### config.mk
export PLATFORM = sky130hd
export DESIGN_NAME = msx_mouse_port_flat
export DESIGN_NICKNAME = d
export VERILOG_FILES = /design/src/rtl/msx_mouse_port_if.sv /design/src/rtl/msx_mouse_port.sv /design/src/flat_wrapper.sv
export SDC_FILE = /design/constraint.sdc
export NUM_CORES = 1
export LEC_CHECK = 0
export CORE_MARGIN = 8
export CORE_UTILIZATION = 30
export CTS_BUF_LIST = sky130_fd_sc_hd__clkbuf_2 sky130_fd_sc_hd__clkbuf_4 sky130_fd_sc_hd__clkbuf_8
export CTS_CLUSTER_DIAMETER = 200
export DETAILED_ROUTE_END_ITERATION = 16
export GPL_ROUTABILITY_DRIVEN = 1
export PLACE_DENSITY_LB_ADDON = 0.08
export SLEW_MARGIN = 10
export SYNTH_ARGS = -nofsm -noshare
export SYNTH_HDL_FRONTEND = slang
export SYNTH_SLANG_ARGS = --single-unit
### constraint.sdc
create_clock -name clk_sys -period 3.79 [get_ports clk_sys]
set_input_delay 0.5685 -clock clk_sys [delete_from_list [all_inputs] [get_ports clk_sys]]
set_output_delay 0.5685 -clock clk_sys [all_outputs]
set_load 0.1 [all_outputs]
### src/rtl/msx_mouse_port_if.sv
// Signal bundle between the MiST host mouse / MSX core (master) and msx_mouse_port (slave).
interface msx_mouse_port_if;
  logic [8:0] mouse_x;
  logic [8:0] mouse_y;
  logic [7:0] mouse_flags;
  logic       mouse_strobe;
  logic       joy_active;
  logic       strobe_in;
  logic       mouse_en;
  logic [5:0] port_out;

  modport master (
    output mouse_x, mouse_y, mouse_flags, mouse_strobe, joy_active, strobe_in,
    input  mouse_en, port_out
  );

  modport slave (
    input  mouse_x, mouse_y, mouse_flags, mouse_strobe, joy_active, strobe_in,
    output mouse_en, port_out
  );
endinterface

### src/rtl/msx_mouse_port.sv
// MSX mouse protocol on one joystick port: saturating motion accumulation between reads,
// nibble serving on strobe toggles, auto handover between mouse and joystick.
module msx_mouse_port #(
  parameter int TIMEOUT = 100000
) (
  input logic               clk_sys,
  input logic               reset,
  msx_mouse_port_if.slave   io_mouse
);

  localparam int CW = $clog2(TIMEOUT + 1);

  typedef enum logic [1:0] {P0, P1, P2, P3} phase_t;

  phase_t            r_phase;
  phase_t            w_phase_next;
  logic              r_mouse_en;
  logic              r_s_d;
  logic [CW-1:0]     r_cnt;
  logic signed [7:0] r_x_acc;
  logic signed [7:0] r_y_acc;
  logic signed [7:0] r_snap_x;
  logic signed [7:0] r_snap_y;
  logic [5:0]        r_port_out;

  logic              w_en_next;
  logic              w_edge;
  logic              w_snap;
  logic              w_expire;
  logic [3:0]        w_nibble;
  logic signed [7:0] w_x_base;
  logic signed [7:0] w_y_base;
  logic signed [9:0] w_x_diff;
  logic signed [9:0] w_y_sum;
  logic              w_unused_flags;

  function automatic logic signed [7:0] sat10(input logic signed [9:0] v);
    if (v > 10'sd127)       return 8'h7F;
    else if (v < -10'sd128) return 8'h80;
    else                    return v[7:0];
  endfunction

  // A mouse report keeps (or takes) ownership; joystick activity alone releases it.
  assign w_en_next = io_mouse.mouse_strobe | (r_mouse_en & ~io_mouse.joy_active);
  assign w_edge    = r_mouse_en & (r_s_d ^ io_mouse.strobe_in);
  assign w_snap    = w_edge && (r_phase == P0);
  assign w_expire  = (r_cnt == CW'(1));

  // A report arriving with the P0 snapshot lands in the freshly cleared accumulators.
  assign w_x_base = w_snap ? 8'sd0 : r_x_acc;
  assign w_y_base = w_snap ? 8'sd0 : r_y_acc;
  assign w_x_diff = {{2{w_x_base[7]}}, w_x_base} - {io_mouse.mouse_x[8], io_mouse.mouse_x};
  assign w_y_sum  = {{2{w_y_base[7]}}, w_y_base} + {io_mouse.mouse_y[8], io_mouse.mouse_y};

  assign w_unused_flags = ^io_mouse.mouse_flags[7:2];

  always_comb begin
    unique case (r_phase)
      P0:      w_nibble = r_x_acc[7:4];
      P1:      w_nibble = r_snap_x[3:0];
      P2:      w_nibble = r_snap_y[7:4];
      default: w_nibble = r_snap_y[3:0];
    endcase
  end

  always_ff @(posedge clk_sys) begin
    if (reset) r_phase <= P0;
    else       r_phase <= w_phase_next;
  end

  // NOTE: default assigned first so every path drives w_phase_next and no latch is inferred.
  always_comb begin
    w_phase_next = r_phase;
    if (!w_en_next)    w_phase_next = P0;
    else if (w_edge)   w_phase_next = phase_t'(r_phase + 2'd1);
    else if (w_expire) w_phase_next = P0;
  end

  // NOTE: non-blocking assignments so every register samples pre-edge values.
  always_ff @(posedge clk_sys) begin
    if (reset) begin
      r_mouse_en <= 1'b0;
      r_s_d      <= 1'b0;
      r_cnt      <= '0;
      r_x_acc    <= '0;
      r_y_acc    <= '0;
      r_snap_x   <= '0;
      r_snap_y   <= '0;
      r_port_out <= 6'h3F;
    end else begin
      r_s_d      <= io_mouse.strobe_in;
      r_mouse_en <= w_en_next;
      if (!w_en_next) begin
        r_cnt      <= '0;
        r_x_acc    <= '0;
        r_y_acc    <= '0;
        r_snap_x   <= '0;
        r_snap_y   <= '0;
        r_port_out <= 6'h3F;
      end else begin
        r_port_out[5:4] <= ~io_mouse.mouse_flags[1:0];
        if (w_edge) begin
          r_cnt           <= CW'(TIMEOUT);
          r_port_out[3:0] <= ~w_nibble;
        end else if (r_cnt != '0) begin
          r_cnt <= r_cnt - CW'(1);
        end
        if (w_snap) begin
          r_snap_x <= r_x_acc;
          r_snap_y <= r_y_acc;
        end
        if (io_mouse.mouse_strobe) begin
          r_x_acc <= sat10(w_x_diff);
          r_y_acc <= sat10(w_y_sum);
        end else if (w_snap) begin
          r_x_acc <= '0;
          r_y_acc <= '0;
        end
      end
    end
  end

  assign io_mouse.mouse_en = r_mouse_en;
  assign io_mouse.port_out = r_port_out;

endmodule

### src/flat_wrapper.sv
// flat-port wrapper written by rule: the top's interface ports become plain ports
module msx_mouse_port_flat 
#(
  parameter int TIMEOUT = 100000
)
  (clk_sys, reset, io_mouse_mouse_x, io_mouse_mouse_y, io_mouse_mouse_flags, io_mouse_mouse_strobe, io_mouse_joy_active, io_mouse_strobe_in, io_mouse_mouse_en, io_mouse_port_out);
  msx_mouse_port_if io_mouse_i ();
  input logic clk_sys;
  input logic reset;
  input wire logic [$bits(io_mouse_i.mouse_x)-1:0] io_mouse_mouse_x;
  input wire logic [$bits(io_mouse_i.mouse_y)-1:0] io_mouse_mouse_y;
  input wire logic [$bits(io_mouse_i.mouse_flags)-1:0] io_mouse_mouse_flags;
  input wire logic [$bits(io_mouse_i.mouse_strobe)-1:0] io_mouse_mouse_strobe;
  input wire logic [$bits(io_mouse_i.joy_active)-1:0] io_mouse_joy_active;
  input wire logic [$bits(io_mouse_i.strobe_in)-1:0] io_mouse_strobe_in;
  output wire logic [$bits(io_mouse_i.mouse_en)-1:0] io_mouse_mouse_en;
  output wire logic [$bits(io_mouse_i.port_out)-1:0] io_mouse_port_out;
  assign io_mouse_i.mouse_x = io_mouse_mouse_x;
  assign io_mouse_i.mouse_y = io_mouse_mouse_y;
  assign io_mouse_i.mouse_flags = io_mouse_mouse_flags;
  assign io_mouse_i.mouse_strobe = io_mouse_mouse_strobe;
  assign io_mouse_i.joy_active = io_mouse_joy_active;
  assign io_mouse_i.strobe_in = io_mouse_strobe_in;
  assign io_mouse_mouse_en = io_mouse_i.mouse_en;
  assign io_mouse_port_out = io_mouse_i.port_out;
  msx_mouse_port #(.TIMEOUT(TIMEOUT)) u_core (.clk_sys(clk_sys), .reset(reset), .io_mouse(io_mouse_i));
endmodule
==> results.tsv, run 1 <==
stage	metric	value	unit
placed_design	gp_congestion	0.777	
logic_synthesis	ys.flop_type	dfxtp_1	
floorplanning	fp.coreArea	0.0107	mm2
cells_and_area	n_fill_cell	1177	
clocking	postCtsResizedCells	0	
critical_path	critPathKind	in2reg	
cells_and_area	final_nets	496	
timing	period_share	89.2	%
timing	tightest_slew	0.984	ns
global_routing	grt_overflow	0	
timing	finClkSkew	0.00758	ns
logic_synthesis	yosysWarnings	0	
cells_and_area	syn2layout_area_growth	19.4	%
timing	slew_violations	0	
power_and_ir_drop	power_leakage	1.55	nW
drt	via_per_inst	4.90	
power_and_ir_drop	internal_power	1.37	mW
placed_design	placed_cells	571	
logic_synthesis	postSynthCellCount	399	
logic_synthesis	ys_async_sr_fraction	0	%
power_and_ir_drop	pwr-share-seq	33.9	%
global_routing	grt_pass1_wl	12.9	mm
logic_synthesis	netlist-cell-type-count	53	
power_and_ir_drop	p_total	2.29	mW
critical_path	cp.required	4.00	ns
drt	wirelength	7.57	mm
drt	drt_pass1_iterations	4	
clocking	cts_inserted_buffers	5	
critical_path	slowest_stage	clkdlybuf4s50_1	
power_and_ir_drop	p_per_area	589	mW/mm2
power_and_ir_drop	p_clk_share	13.4	%
drt	drtIter0Drc	151	
timing	final_hold_viol_count	0	
timing	setup_viol	0	
logic_synthesis	ys_seq_elements	55	
logic_synthesis	synth-edff-count	0	
floorplanning	io_pins	38	
timing	worst_slack	0.409	ns
power_and_ir_drop	switchingPower	918	uW
run_status	status	complete, no violations	
global_routing	track_usage	10.6	%
clocking	cts.sinks	55	
logic_synthesis	synth_fp_nets	457	
timing	setup_tns	0	ns
floorplanning	dieArea	0.0145	mm2
timing	rsz0062_at_grt	false	
floorplanning	die_w	120	um
logic_synthesis	synth_seq_area_share	33.8	%
drt	drc	0	
worst_hold_path	hold_path.class	reg2reg	
clocking	clock_latency	0.30	ns
cells_and_area	antenna_cells	0	
placed_design	dp_slack	0.119	ns
critical_path	endpoint_kind	register	
global_routing	grt_max_degree	37	
critical_path	cpPeakStageDelay	0.48	ns
floorplanning	num_rows	38	
global_routing	first_global_vias	2792	
timing	relSlewSlack	34.2	%
clocking	clockRootBuffer	clkbuf_8	
clocking	clk_path_buf_depth	2	
job	cap_violations	0	
cells_and_area	instances_no_fill	577	
drt	ant_nets	0	
timing	fmax	0.296	GHz
clocking	path_clk_slew	0.09	ns
cells_and_area	finalInstanceArea	0.00390	mm2
drt	num_vias	2827	
logic_synthesis	syn-cell-area	0.00326	mm2
critical_path	crit_path_start_kind	primary input	
floorplanning	die_h	120	um
cells_and_area	drive_gt1_share	7.32	%
floorplanning	start_util	30.4	%
clocking	htree_levels	2	
logic_synthesis	syn_avg_cell_area	8.18	um2
timing	period_minus_slack	3.38	ns
drt	wl_per_cell	13.1	um
power_and_ir_drop	combinationalPowerShare	52.7	%
clocking	cts-hold-fix-buffers	0	
placed_design	port_buffers	31	
clocking	cts_tree	yes	
placed_design	place_area	0.00382	mm2
power_and_ir_drop	ir_worst_vdd	0.000330	V
critical_path	cp_data_arrival_time	3.59	ns
critical_path	crit_path_cell_trace	clkdlybuf4s50_1 -> xor2_1 -> and3_1 -> buf_12 -> nor2b_1 -> ha_1 -> fa_1 -> a211o_1 -> nand3_1 -> a21oi_1 -> a211oi_1 -> buf_4 -> nor3_1 -> nor4_1	
critical_path	path_max_fanout	21	
power_and_ir_drop	sw_frac_of_total	40.1	%
placed_design	post-dp-hpwl	5.99	mm
clocking	cts_setup_buffers	0	
global_routing	antenna_found_initial	0	
==> state kept, by name, indices dropped and copies added, names as in the netlist <==
register,flops
u_core.r_cnt,17
u_core.r_phase,2
u_core.r_y_acc,8
u_core.r_s_d,1
u_core.io_mouse.port_out,6
u_core.r_snap_y,8
u_core.r_x_acc,8
u_core.r_snap_x,4
u_core.io_mouse.mouse_en,1
==> power groups by stage <==
stage	Sequential, mW	Combinational, mW	Clock [mW]
after floorplan	0.795	0.976	0
after global placement	0.790	1.21	0
after detailed placement	0.793	1.22	0
after CTS	0.779	1.22	0.323
after global routing	0.796	1.37	0.343
final	0.778	1.21	0.307
==> per-stage QoR <==
| stage | utilization, % | hold slack, ns |
|---|---|---|
| after detailed placement | 35.5 | 0.447 |
| after CTS | 36.3 | 0.461 |
| after global placement | 35.5 | 0.441 |
| after floorplan | - | 0.427 |
| final | 36.3 | 0.459 |
| after global routing | 36.3 | 0.477 |
==> final cells by class <==
| cell class | instances | area [um2] | area share [%] |
|---|---|---|---|
| inverters | 18 | 67.6 | 1.73 |
| repair buffers | 45 | 428 | 11.0 |
| flip-flops and latches | 55 | 1100 | 28.3 |
| well taps | 140 | 175 | 4.50 |
| multi-input cells | 313 | 2050 | 52.5 |
| clock buffers | 6 | 76.3 | 1.96 |
==> path summary, 6_finish.rpt <==
path                                   startpoint                               to  slack, ns  depth (start not counted)
hold / removal    u_core.r_snap_y[1]$_SDFFE_PP0P_  u_core.r_snap_y[1]$_SDFFE_PP0P_       0.46                          2
setup reg to reg   u_core.r_phase[0]$_SDFFE_PP0P_     u_core.r_x_acc[1]$_SDFF_PP0_       0.63                         12
setup / recovery               io_mouse_strobe_in     u_core.r_y_acc[6]$_SDFF_PP0_       0.41                         14
hold reg to reg   u_core.r_snap_y[1]$_SDFFE_PP0P_  u_core.r_snap_y[1]$_SDFFE_PP0P_       0.46                          2
==> synth_stat cells (all sizes together), types with 8 or more instances <==
library cell | count | share of area, %
nand3 | 11 | 1.7
ha | 25 | 9.6
nand2 | 57 | 6.6
o21ai | 11 | 1.7
a21oi | 34 | 5.2
o211ai | 14 | 3.2
inv | 17 | 2.0
clkbuf | 11 | 1.3
dfxtp | 55 | 34
xor2 | 8 | 2.1
nor2b | 19 | 3.6
nor2 | 34 | 4.0
a211oi | 10 | 2.5
xnor2 | 13 | 3.5
==> placed cells by master (no fill, tap or decap), types with 4 or more instances in the layout <==
cell type        count
clkdlybuf4s50_1     31
o21ai_0             10
a31oi_1              7
nor4_1               4
a211oi_1             9
or3_1                4
xnor2_1             13
xor2_1               8
inv_1               17
ha_1                25
dfxtp_1             54
o21a_1               4
a21oi_1             34
a222oi_1             4
nand3_1             11
a311oi_1             7
nand2_1             57
nor2b_1             19
o211ai_1            14
nor2_1              33
nor3_1               5
buf_4               13
nand2b_1             5
a21o_1               5
clkbuf_8             5
==> cells by family (layout without fill, tap and decap cells) <==
kind of cell             count (synthesis)  in the layout  synth area share, %
XOR/XNOR                                21             21                 5.64
AO/OA/AOI/OAI                          107            107                 21.9
flip-flops                              55             55                 33.8
buffers and inverters                   31             69                 3.61
adder cells (fa/ha/maj)                 27             27                 10.8
AND/OR/NAND/NOR                        158            158                 24.2
==> worst max-delay path, delay by kind of cell <==
family	cells	cell delay, ns
xor+xnor	1	0.21
fa+ha+maj	2	0.61
simple gates	5	0.71
buf+inv	3	0.82
compound gates	3	0.64
==> layer usage <==
layer / share of wire (%) / global-route usage [%] / routed length [um] / vias to the layer above
met3: 2.5 / 1.35 / 188 / 8
met2: 45 / 17.7 / 3380 / 40
met5: 0 / 0 / 0 / -
met4: 1.3 / 3.75 / 99 / 0
met1: 52 / 13.7 / 3910 / 1274
li1: - / - / - / 1505
No activity file was read; power rests on OpenSTA's default activity.
==> run 2, diff against run 1 <==
- CORE_UTILIZATION: 30 -> 40
==> run 2 against run 1 <==
Net effect:
- first-iteration DRC count is 27% lower
- count of clock-buffer cells in the layout is 1 lower
- critical path depth is 2 lower
- sequential power hardly changed
- clock skew hardly changed
- hold slack worse by 0.0023 ns
- combinational power hardly changed
- utilization is 11 points higher
- fmax hardly changed
==> results.tsv, run 2 (synthesized netlist as in run 1, its figures left out) <==
stage	metric	value	unit
run_status	status	complete, no violations	
timing	final_hold_viol_count	0	
timing	slew_violations	0	
clocking	cts_inserted_buffers	5	
clocking	path_clk_slew	0.09	ns
power_and_ir_drop	power_leakage	1.53	nW
critical_path	r2r-start	u_core.r_phase[0]$_SDFFE_PP0P_	
critical_path	endpoint	u_core.r_y_acc[6]$_SDFF_PP0_	
timing	fmax	0.296	GHz
clocking	cts-hold-fix-buffers	0	
clocking	htree_levels	2	
cells_and_area	mostFrequentLayoutCells	57 x nand2_1, 54 x dfxtp_1, 34 x a21oi_1	
critical_path	endpoint_kind	register	
critical_path	reg2reg_depth	13	
cells_and_area	final_nets	492	
floorplanning	die_w	106	um
drt	wirelength	6.84	mm
global_routing	antenna_found_initial	0	
clocking	cts_setup_buffers	0	
cells_and_area	largest-register	u_core.r_cnt	
drt	wl_per_cell	12.7	um
worst_hold_path	hold_path_depth	2	
clocking	clk_path_buf_depth	2	
floorplanning	die_h	106	um
cells_and_area	syn2layout_area_growth	17.4	%
global_routing	track_usage	12.1	%
timing	period_share	89.1	%
cells_and_area	drive_gt1_share	6.90	%
cells_and_area	largest_reg_flops	17	
power_and_ir_drop	p_per_area	592	mW/mm2
clocking	postCtsResizedCells	0	
global_routing	grt_max_degree	37	
timing	finClkSkew	0.00765	ns
worst_hold_path	hold_path.class	reg2reg	
job	cap_violations	0	
global_routing	grt_overflow	0	
floorplanning	dieArea	0.0113	mm2
timing	tightest_slew	0.974	ns
critical_path	path_max_fanout	27	
drt	num_vias	2829	
cells_and_area	final_util	47.6	%
cells_and_area	final_common_cell	nand2_1	
cells_and_area	instances_no_fill	540	
placed_design	gp_congestion	0.737	
drt	drt_pass1_iterations	4	
floorplanning	io_pins	38	
timing	setup_viol	0	
critical_path	cp_data_arrival_time	3.58	ns
floorplanning	num_rows	33	
critical_path	cp-startpoint	io_mouse_strobe_in	
drt	ant_nets	0	
global_routing	grt_pass1_wl	11.7	mm
clocking	clock_latency	0.30	ns
clocking	clockRootBuffer	clkbuf_8	
cells_and_area	antenna_cells	0	
critical_path	crit_path_start_kind	primary input	
critical_path	critPathKind	in2reg	
power_and_ir_drop	p_total	2.27	mW
drt	drtIter0Drc	110	
timing	rsz0062_at_grt	false	
placed_design	post-dp-hpwl	5.35	mm
power_and_ir_drop	ir_worst_vdd	0.000281	V
global_routing	first_global_vias	2660	
placed_design	placed_cells	532	
critical_path	cp.required	3.99	ns
critical_path	r2r-end	u_core.r_y_acc[6]$_SDFF_PP0_	
timing	setup_tns	0	ns
floorplanning	fp.coreArea	0.00805	mm2
drt	drc	0	
cells_and_area	finalInstanceArea	0.00383	mm2
timing	relSlewSlack	34.9	%
clocking	cts.sinks	55	
drt	via_per_inst	5.24	
critical_path	r2r_slack	0.59	ns
placed_design	port_buffers	31	
timing	period_minus_slack	3.38	ns
placed_design	place_area	0.00375	mm2
floorplanning	start_util	40.5	%
clocking	cts_tree	yes	
run 2: cell count changes in the layout (fill, tap and decap cells not counted):
| cell | delta |
|---|---|
| clkbuf_4 | -1 |
| buf_4 | -4 |
| clkinv_2 | +3 |
run 2: worst min-delay path by stage:
| stage | from | end | slack, ns |
|---|---|---|---|
| floorplan | u_core.r_x_acc[2]$_SDFF_PP0_ | u_core.r_snap_x[2]$_SDFFE_PP0P_ | 0.43 |
| global placement | u_core.r_y_acc[5]$_SDFF_PP0_ | u_core.r_snap_y[5]$_SDFFE_PP0P_ | 0.44 |
| detailed placement | u_core.r_y_acc[5]$_SDFF_PP0_ | u_core.r_snap_y[5]$_SDFFE_PP0P_ | 0.44 |
| CTS | u_core.r_y_acc[5]$_SDFF_PP0_ | u_core.r_snap_y[5]$_SDFFE_PP0P_ | 0.46 |
| global route | u_core.r_y_acc[5]$_SDFF_PP0_ | u_core.r_snap_y[5]$_SDFFE_PP0P_ | 0.47 |
| finish | u_core.r_y_acc[6]$_SDFF_PP0_ | u_core.r_snap_y[6]$_SDFFE_PP0P_ | 0.46 |
run 2: final cells by class:
| cell class | count | area [um2] |
|---|---|---|
| clock inverters | 3 | 15.0 |
| repair buffers | 41 | 398 |
| clock buffers | 5 | 68.8 |
| flip-flops and latches | 55 | 1100 |
| well taps | 105 | 131 |
| multi-input cells | 313 | 2050 |
| inverters | 18 | 67.6 |
| fillers | 782 | 4220 |
run 2: worst max-delay path, stage by stage:
cell and delay [ns]:
clkdlybuf4s50_1 0.48, xor2_1 0.19, and3_1 0.23, buf_12 0.17, nor2b_1 0.07, ha_1 0.33
o211ai_1 0.12, o21ai_0 0.28, a21boi_0 0.17, a21oi_1 0.50, a211oi_1 0.15, nor4_1 0.31
run 2: report_power, final:
group          switching, mW  internal, mW
clock network          0.180         0.127
logic                  0.623         0.561
registers              0.100         0.678
run 2: routing by layer:
metal,share of wire [%],wire length [um],global-route usage (%),up-vias
li1,-,-,-,1504
met1,47,3210,14.6,1271
met2,49,3350,21.4,46
met3,3.0,206,2.18,8
met4,1.2,84,3.32,0
met5,0,0,0,-
run 2: metrics by stage:
| stage | setup WS, ns | hold slack [ns] |
|---|---|---|
| after floorplan | 0.316 | 0.427 |
| after global placement | 0.0863 | 0.442 |
| after detailed placement | 0.0480 | 0.445 |
| after CTS | 0.359 | 0.458 |
| after global routing | 0.0945 | 0.472 |
| final | 0.411 | 0.457 |
==> run 3, diff against run 2 <==
- GPL_TIMING_DRIVEN: default -> 1
- PLACE_DENSITY_LB_ADDON: 0.08 -> 0.12
==> run 3 against run 2 <==
Net effect:
- sequential share of layout area fell by 0.056 points
- final cell count rose by 0.37%
- fmax fell by 0.79%
- register-to-register slack got worse by 0.07 ns
- critical endpoint is now u_core.r_y_acc[1]$_SDFF_PP0_
- largest power group unchanged
==> results.tsv, run 3 (synthesized netlist as in run 1, its figures left out) <==
stage	metric	value	unit
drt	ant_nets	0	
timing	final_hold_viol_count	0	
clocking	htree_levels	2	
timing	relSlewSlack	34.6	%
job	cap_violations	0	
worst_hold_path	hold_end	u_core.r_snap_x[3]$_SDFFE_PP0P_	
timing	slew_violations	0	
placed_design	post-dp-hpwl	5.54	mm
cells_and_area	largest_reg_flops	17	
cells_and_area	drive_gt1_share	7.32	%
global_routing	antenna_found_initial	0	
floorplanning	fp.coreArea	0.00805	mm2
clocking	cts.sinks	55	
floorplanning	die_w	106	um
cells_and_area	instances_no_fill	542	
global_routing	use_met1	16.1	%
clocking	clock_latency	0.30	ns
worst_hold_path	worstHoldStart	u_core.r_x_acc[3]$_SDFF_PP0_	
placed_design	port_buffers	31	
global_routing	grt_most_used_layer	met2	
floorplanning	dieArea	0.0113	mm2
placed_design	dp_slack	0.0565	ns
timing	period_minus_slack	3.41	ns
clocking	clk_path_buf_depth	2	
critical_path	r2r-end	u_core.r_y_acc[1]$_SDFF_PP0_	
worst_hold_path	hold_path_depth	2	
clocking	cts_setup_buffers	0	
power_and_ir_drop	power_leakage	1.54	nW
floorplanning	io_pins	38	
timing	worst_slack	0.384	ns
drt	drt_pass1_iterations	5	
global_routing	grt_pass1_wl	12.2	mm
cells_and_area	final_common_cell	nand2_1	
global_routing	grtUsageMet2	21.5	%
clocking	clockRootBuffer	clkbuf_8	
drt	drtIter0Drc	142	
drt	drc	0	
critical_path	r2r_slack	0.52	ns
cells_and_area	final_nets	494	
placed_design	placed_cells	534	
drt	num_vias	2827	
critical_path	path_max_fanout	16	
critical_path	r2r-start	u_core.r_phase[0]$_SDFFE_PP0P_	
drt	wirelength	7.04	mm
floorplanning	die_h	106	um
global_routing	grt_overflow	0	
cells_and_area	syn2layout_area_growth	17.6	%
critical_path	crit_path_start_kind	primary input	
cells_and_area	antenna_cells	0	
cells_and_area	largest-register	u_core.r_cnt	
clocking	postCtsResizedCells	0	
drt	via_per_inst	5.22	
cells_and_area	mostFrequentLayoutCells	57 x nand2_1, 54 x dfxtp_1, 34 x a21oi_1	
timing	holdWs	0.457	ns
critical_path	cp_data_arrival_time	3.63	ns
global_routing	grt_max_degree	37	
placed_design	gp_congestion	0.813	
critical_path	endpoint_kind	register	
clocking	cts-hold-fix-buffers	0	
timing	fmax	0.294	GHz
cells_and_area	n_fill_cell	791	
timing	period_share	89.9	%
timing	finClkSkew	0.00533	ns
clocking	cts_tree	yes	
global_routing	first_global_vias	2762	
floorplanning	start_util	40.5	%
timing	rsz0062_at_grt	false	
global_routing	track_usage	12.6	%
power_and_ir_drop	p_total	2.30	mW
timing	tightest_slew	0.978	ns
global_routing	grtUsageMet3	1.63	%
critical_path	reg2reg_depth	13	
critical_path	critPathKind	in2reg	
clocking	path_clk_slew	0.09	ns
timing	setup_viol	0	
critical_path	cp.required	4.02	ns
clocking	cts_inserted_buffers	5	
timing	setup_tns	0	ns
worst_hold_path	hold_path.class	reg2reg	
power_and_ir_drop	p_per_area	598	mW/mm2
power_and_ir_drop	ir_worst_vdd	0.000231	V
floorplanning	num_rows	33	
drt	wl_per_cell	13.0	um
run_status	status	complete, no violations	
-- run 3: cell count changes in the layout (fill, tap and decap cells not counted), sizes merged --
cell | before | now
buf | 10 | 12
clkbuf | 5 | 7
clkinv | 4 | 2
-- run 3: area by class of cell --
cell class / instances / area, um2 / share of cell area, %
multi-input cells: 313 / 2050 / 53.3
flip-flops and latches: 55 / 1100 / 28.7
repair buffers: 43 / 400 / 10.4
well taps: 105 / 131 / 3.42
clock buffers: 7 / 83.8 / 2.18
inverters: 18 / 67.6 / 1.76
clock inverters: 1 / 5.00 / 0.130
-- run 3: worst max path at each step --
stage	start	endpoint	slack, ns	cells after the start
floorplan	io_mouse_strobe_in	u_core.r_y_acc[5]$_SDFF_PP0_	0.32	13
global placement	io_mouse_strobe_in	u_core.r_x_acc[2]$_SDFF_PP0_	0.1	13
detailed placement	io_mouse_strobe_in	u_core.r_x_acc[2]$_SDFF_PP0_	0.06	13
CTS	io_mouse_strobe_in	u_core.r_x_acc[2]$_SDFF_PP0_	0.36	13
global route	io_mouse_strobe_in	u_core.r_x_acc[5]$_SDFF_PP0_	0.04	14
finish	io_mouse_strobe_in	u_core.r_y_acc[1]$_SDFF_PP0_	0.38	13
-- run 3: routing by layer --
layer	wire [um]	share of wire, %	vias up
met1	3540	50	1288
met5	0	0	-
met2	3290	47	34
li1	-	-	1500
met4	70	0.99	0
met3	139	2.0	5
-- run 3: critical path, stage by stage --
cell	delay, ns
clkdlybuf4s50_1	0.43
xor2_1	0.19
and3_1	0.18
buf_4	0.19
nor2b_1	0.22
ha_1	0.27
a211oi_1	0.42
o21a_1	0.25
a31oi_1	0.12
a211oi_1	0.33
buf_4	0.19
o211ai_1	0.08
a31oi_1	0.17
-- run 3: power by group --
part | internal (mW) | switching, mW | total [mW]
clock network | 0.145 | 0.175 | 0.319
logic | 0.562 | 0.634 | 1.20
registers | 0.678 | 0.103 | 0.780
total | 1.38 | 0.912 | 2.30
-- run 3: per-stage QoR --
step,area [um2],utilization (%)
2_1_floorplan,3260,-
3_3_place_gp,3750,46.6
3_5_place_dp,3750,46.6
4_1_cts,3840,47.7
5_1_grt,3840,47.7
6_report,3840,47.7
